$ cat src/rtl/t03_ibuf_pkg.sv
// Shared types and defaults for the instruction prefetch buffer.
package t03_ibuf_pkg;

    localparam int IBUF_WIDTH = 32;
    localparam int IBUF_AW    = 32;
    localparam int IBUF_DEPTH = 4;

    // Canonical NOP (addi x0,x0,0), reserved for future bubble insertion.
    localparam logic [31:0] IBUF_NOP = 32'h0000_0013;

    typedef struct packed {
        logic [IBUF_AW-1:0]    addr;
        logic [IBUF_WIDTH-1:0] data;
    } ibuf_entry_t;

    // Source of the word presented to decode this cycle.
    typedef enum logic [1:0] {
        OUT_KILL   = 2'd0,  // flush or reset: nothing valid
        OUT_HOLD   = 2'd1,  // frozen: replay last presented word
        OUT_HEAD   = 2'd2,  // queue head
        OUT_BYPASS = 2'd3   // empty queue: fetch word straight through
    } out_sel_t;

    // Output source priority: kill > freeze > stored head > bypass.
    function automatic out_sel_t sel_output(input logic kill, input logic frz,
                                            input logic empty);
        if (kill)       return OUT_KILL;
        else if (frz)   return OUT_HOLD;
        else if (!empty) return OUT_HEAD;
        else            return OUT_BYPASS;
    endfunction

endpackage

$ cat src/rtl/ibuf_storage.sv
// Entry storage for the prefetch buffer: one write port, asynchronous read.
module ibuf_storage
    import t03_ibuf_pkg::*;
#(
    parameter int W     = IBUF_WIDTH + IBUF_AW,
    parameter int DEPTH = IBUF_DEPTH,
    localparam int PW   = $clog2(DEPTH)
) (
    input  logic          clk,
    input  logic          wr_en,
    input  logic [PW-1:0] wr_ptr,
    input  logic [W-1:0]  wr_data,
    input  logic [PW-1:0] rd_ptr,
    output logic [W-1:0]  rd_data
);

    logic [W-1:0] mem [DEPTH];

    // Write the incoming entry at the tail slot.
    // NOTE: the array has no reset; count gates every read, so stale contents are never observed.
    always_ff @(posedge clk) begin
        if (wr_en) begin
            mem[wr_ptr] <= wr_data;
        end
    end

    assign rd_data = mem[rd_ptr];

endmodule

$ cat src/rtl/instr_prefetch_buffer.sv
// Instruction prefetch queue between fetch and decode with empty-queue bypass,
// freeze (replay last presented word) and flush (discard everything).
module instr_prefetch_buffer
    import t03_ibuf_pkg::*;
#(
    parameter int WIDTH = IBUF_WIDTH,
    parameter int AW    = IBUF_AW,
    parameter int DEPTH = IBUF_DEPTH,
    localparam int CW   = $clog2(DEPTH + 1)
) (
    input  logic             clk,
    input  logic             rst_n,
    input  logic             in_valid,
    input  logic [WIDTH-1:0] in_data,
    input  logic [AW-1:0]    in_addr,
    output logic             in_ready,
    input  logic             freeze,
    input  logic             flush,
    output logic             out_valid,
    output logic [WIDTH-1:0] out_data,
    output logic [AW-1:0]    out_addr,
    input  logic             out_ready,
    output logic [CW-1:0]    count
);

    localparam int PW = $clog2(DEPTH);
    localparam int EW = AW + WIDTH;

    logic [PW-1:0]    wr_ptr;
    logic [PW-1:0]    rd_ptr;
    logic [EW-1:0]    head;
    logic             hold_valid;
    logic [WIDTH-1:0] hold_data;
    logic [AW-1:0]    hold_addr;

    logic     empty;
    logic     full;
    logic     bypass_take;
    logic     push;
    logic     pop;
    out_sel_t sel;

    assign empty = (count == '0);
    assign full  = (count == CW'(DEPTH));

    // in_ready deliberately ignores out_ready so there is no fetch<->decode combinational loop.
    assign in_ready    = ~full & ~flush;
    assign bypass_take = empty & in_valid & out_ready & ~freeze & ~flush;
    assign push        = in_valid & in_ready & ~bypass_take;
    assign pop         = out_valid & out_ready & ~freeze & ~flush & ~empty;

    // Outputs are forced idle while reset is asserted so bypass cannot leak a word.
    assign sel = sel_output(flush | ~rst_n, freeze, empty);

    ibuf_storage #(
        .W     (EW),
        .DEPTH (DEPTH)
    ) u_storage (
        .clk     (clk),
        .wr_en   (push),
        .wr_ptr  (wr_ptr),
        .wr_data ({in_addr, in_data}),
        .rd_ptr  (rd_ptr),
        .rd_data (head)
    );

    // Select the word presented to decode; data/addr are zero whenever out_valid is low.
    // NOTE: every output gets a default first so no path through the case can infer a latch.
    always_comb begin
        out_valid = 1'b0;
        out_data  = '0;
        out_addr  = '0;
        case (sel)
            OUT_HOLD: begin
                out_valid = hold_valid;
                out_data  = hold_data;
                out_addr  = hold_addr;
            end
            OUT_HEAD: begin
                out_valid = 1'b1;
                out_data  = head[WIDTH-1:0];
                out_addr  = head[EW-1:WIDTH];
            end
            OUT_BYPASS: begin
                if (in_valid) begin
                    out_valid = 1'b1;
                    out_data  = in_data;
                    out_addr  = in_addr;
                end
            end
            default: ;
        endcase
    end

    // Queue pointers and occupancy; flush empties the queue in one edge.
    // NOTE: state registers use non-blocking assignments so every flop samples pre-edge values.
    always_ff @(posedge clk or negedge rst_n) begin
        if (!rst_n) begin
            wr_ptr <= '0;
            rd_ptr <= '0;
            count  <= '0;
        end else if (flush) begin
            wr_ptr <= '0;
            rd_ptr <= '0;
            count  <= '0;
        end else begin
            if (push) wr_ptr <= wr_ptr + 1'b1;
            if (pop)  rd_ptr <= rd_ptr + 1'b1;
            case ({push, pop})
                2'b10:   count <= count + 1'b1;
                2'b01:   count <= count - 1'b1;
                default: count <= count;
            endcase
        end
    end

    // Hold register snapshots the presented word on every unfrozen edge for replay during freeze.
    always_ff @(posedge clk or negedge rst_n) begin
        if (!rst_n) begin
            hold_valid <= 1'b0;
            hold_data  <= '0;
            hold_addr  <= '0;
        end else if (flush) begin
            hold_valid <= 1'b0;
            hold_data  <= '0;
            hold_addr  <= '0;
        end else if (!freeze) begin
            hold_valid <= out_valid;
            hold_data  <= out_data;
            hold_addr  <= out_addr;
        end
    end

endmodule
$ cat config.mk
export PLATFORM = sky130hd
export DESIGN_NAME = instr_prefetch_buffer
export DESIGN_NICKNAME = d
export VERILOG_FILES = /design/src/rtl/t03_ibuf_pkg.sv /design/src/rtl/ibuf_storage.sv /design/src/rtl/instr_prefetch_buffer.sv
export SDC_FILE = /design/constraint.sdc
export NUM_CORES = 1
export LEC_CHECK = 0
export CAP_MARGIN = 20
export CORE_ASPECT_RATIO = 2
export CORE_MARGIN = 2
export CORE_UTILIZATION = 35
export DETAILED_ROUTE_END_ITERATION = 16
export DONT_BUFFER_PORTS = 1
export PLACE_DENSITY = 0.54
export SKIP_CTS_REPAIR_TIMING = 1
export SLEW_MARGIN = 10
export SYNTH_ARGS = -nofsm -noshare
export SYNTH_HDL_FRONTEND = slang
export SYNTH_SLANG_ARGS = --single-unit
$ cat constraint.sdc
create_clock -name clk -period 2.95 [get_ports clk]
set_input_delay 0.59 -clock clk [delete_from_list [all_inputs] [get_ports clk]]
set_output_delay 0.59 -clock clk [all_outputs]
set_load 0.005 [all_outputs]
==> out/qor.txt <==
Number of fill cells in the layout -> 3329
Gate Count Post-Synth -> 691
Clk pwr share -> 42.0%
H-tree Lvls -> 1
Max Root-Sink Buffers -> 3
Initial Utilization -> 35.4%
Synth warn -> 0
Slew Limit Fails -> 0
Ranking of synthesized cells by area -> edfxtp_1 (59%), dfrtp_1 (14%), mux4_2 (11%)
Post-synth top cells -> edfxtp_1 (256), a21o_1 (129), dfrtp_1 (72)
Status -> finished, final reports clean
Global route overflow -> 0
Yosys top cell by area -> edfxtp_1
Crit path DAT -> 2.31 ns
Die width -> 141 µm
Switch share -> 19.9%
Storage cell area -> 0.00950 mm²
CP max FO -> 16
P_sw -> 1.92 mW
WL/cell -> 25.1 µm
Final WL -> 30300 µm
Final nets -> 798
Hold crit path type -> input pin to register
Remaining DRCs -> 0
Synthesized area -> 0.0131 mm²
I/O Buffers -> 0
Initial antenna violation count -> 0
Cell-internal power -> 7.72 mW
1st-iter DRT viols -> 371
Vias in the first global route -> 7425
Post-synth EDFFs -> 256
Clk sinks -> 328
Placed cell areas -> 0.0139 mm²
Fmax -> 344 MHz
Root Driver -> clkbuf_16
Number of max-cap violations -> 0
Crit Path Category -> register to output pin
Library cells used by synthesis -> 40
Io pins -> 139
Endpoints failing setup -> 0
Share of cells above drive strength 1 -> 21.8%
Multi-input gate area -> 0.00344 mm²
Pre-antenna DRT Iters -> 6
Largest net degree at the start of global routing -> 77
Worst endpoint required time -> 2.36 ns
Area share of the largest cell type after synthesis -> 58.6%
Synthesized flop and latch total -> 328
N_diodes -> 0
Crit path launch type -> register
WHS -> 0.109 ns
Final Wtd Congestion -> 0.732
Most common flop cell mapped by yosys -> edfxtp_1
Antenna-violating nets left -> 0
Sequential Power Share -> 53.7%
Final period util -> 98.4%
Pleak -> 6.18 nW
Clock transition at path regs -> 0.06 ns
Die area -> 0.0391 mm²
PD cells -> 638 mW/mm²
Minimum clock period -> 2.90 ns
Placement Rows -> 100
Die height -> 278 µm
Design Power -> 9.64 mW
VDD IR max -> 0.500 mV
Layout Skew -> 0.00869 ns
CTS Buf Count -> 30
Clk_lat worst skew -> 0.56 ns
Final hold violation count -> 0
Combinational Power Share -> 4.3%
CTS tree -> built
Seq/Total Area, Yosys -> 72.3%
DR vias -> 6701
Worst Setup End Kind -> output pin
First-pass GRT wire length -> 45000 µm
CORE AREA -> 0.0370 mm²
Total GRT Usage -> 15.2%
Asr flop ratio synth -> 22.0%
Area grow syn2layout -> 15.2%
Worst relative slew slack -> 59.5%
Avg Cell Area, Syn -> 19.0 µm²
Post-layout util -> 40.8%
Reg2reg setup slack -> 0.54 ns
Vias per std cell -> 5.56
Worst Tran Pin Value -> 0.607 ns
Net Count, Synth -> 766
Detailed Place HPWL -> 18700 µm
Most frequent cell after synthesis -> edfxtp_1
Final Cell Area -> 0.0151 mm²
## final cells by class
class                      count  area share [%]
inverter                       4          0.0994
clock buffer                  41            5.51
clock inverter                15            1.34
sequential                   328            62.8
tap                          459            3.80
multi-input combinational    316            22.8
timing repair buffer          43            3.64
## stage by stage
step	cells	setup TNS (ns)	worst slack, ns
after floorplan	691	0	0.508
after global placement	1136	0	0.458
after detailed placement	1136	0	0.446
after CTS	1192	-6.63	-0.174
after global routing	1206	-0.0856	-0.0213
final	1206	0	0.0462
## cell usage in the layout, fill, tap and decap left out, types with 4 or more instances in the layout
| master | synthesis | routed |
|---|---|---|
| clkinv_2 | 0 | 5 |
| clkbuf_16 | 0 | 33 |
| a21o_1 | 129 | 129 |
| bufinv_16 | 0 | 5 |
| buf_12 | 0 | 12 |
| mux4_2 | 64 | 64 |
| nor2_1 | 7 | 5 |
| and3_4 | 0 | 4 |
| edfxtp_1 | 256 | 256 |
| inv_1 | 4 | 4 |
| ha_1 | 4 | 4 |
| nand2_1 | 5 | 5 |
| nor2b_1 | 4 | 4 |
| a22o_1 | 64 | 64 |
| buf_4 | 7 | 25 |
| dfrtp_1 | 72 | 70 |
| clkbuf_1 | 24 | 8 |
## logic make-up after synthesis
group	count (synthesis)	synth area share, %
compound gates	208	12.5
simple gates	37	1.61
fa+ha+maj	5	0.534
xor+xnor	1	0.0668
flops	328	72.3
mux	65	11.1
buf+inv	47	1.90
## metal layers
| metal | vias up | GRT usage (%) | wire [µm] |
|---|---|---|---|
| li1 | 2893 | - | - |
| met1 | 3552 | 15.9 | 10700 |
| met2 | 193 | 28.9 | 16800 |
| met3 | 63 | 3.02 | 1570 |
| met4 | 0 | 6.46 | 1250 |
| met5 | - | 0 | 0 |
## path summary, 6_finish.rpt
check / from / to / depth (start not counted)
worst max-delay path: count[2] / out_data[4] / 6
worst max register to register: count[0] / count[2] / 10
worst min register to register: hold_data[1] / hold_data[1] / 1
min in group asynchronous: rst_n / hold_data[3] / 2
worst min-delay path: flush / count[0] / 1
max in group asynchronous: rst_n / hold_addr[12] / 2
## critical path, stage by stage (launching register included)
cell	delay [ns]
dfrtp_1	0.38
or3_4	0.43
nor3b_4	0.20
buf_4	0.19
buf_12	0.17
a22o_1	0.24
a21o_1	0.14
## flip-flops by register name, indices dropped and copies added, names as in the netlist
name	count
hold_valid	1
wr_ptr	2
u_storage.mem	256
rd_ptr	2
hold_data	32
hold_addr	32
count	3
## power groups by stage
| stage | sequential [mW] | clock [mW] | combinational, mW |
|---|---|---|---|
| 2_1_floorplan | 5.26 | 0 | 0.263 |
| 3_3_place_gp | 5.26 | 0 | 0.371 |
| 3_5_place_dp | 5.27 | 0 | 0.381 |
| 4_1_cts | 5.17 | 4.17 | 0.383 |
| 5_1_grt | 5.18 | 4.32 | 0.455 |
| 6_report | 5.17 | 4.05 | 0.415 |
Power figures use the tool's default switching activity.
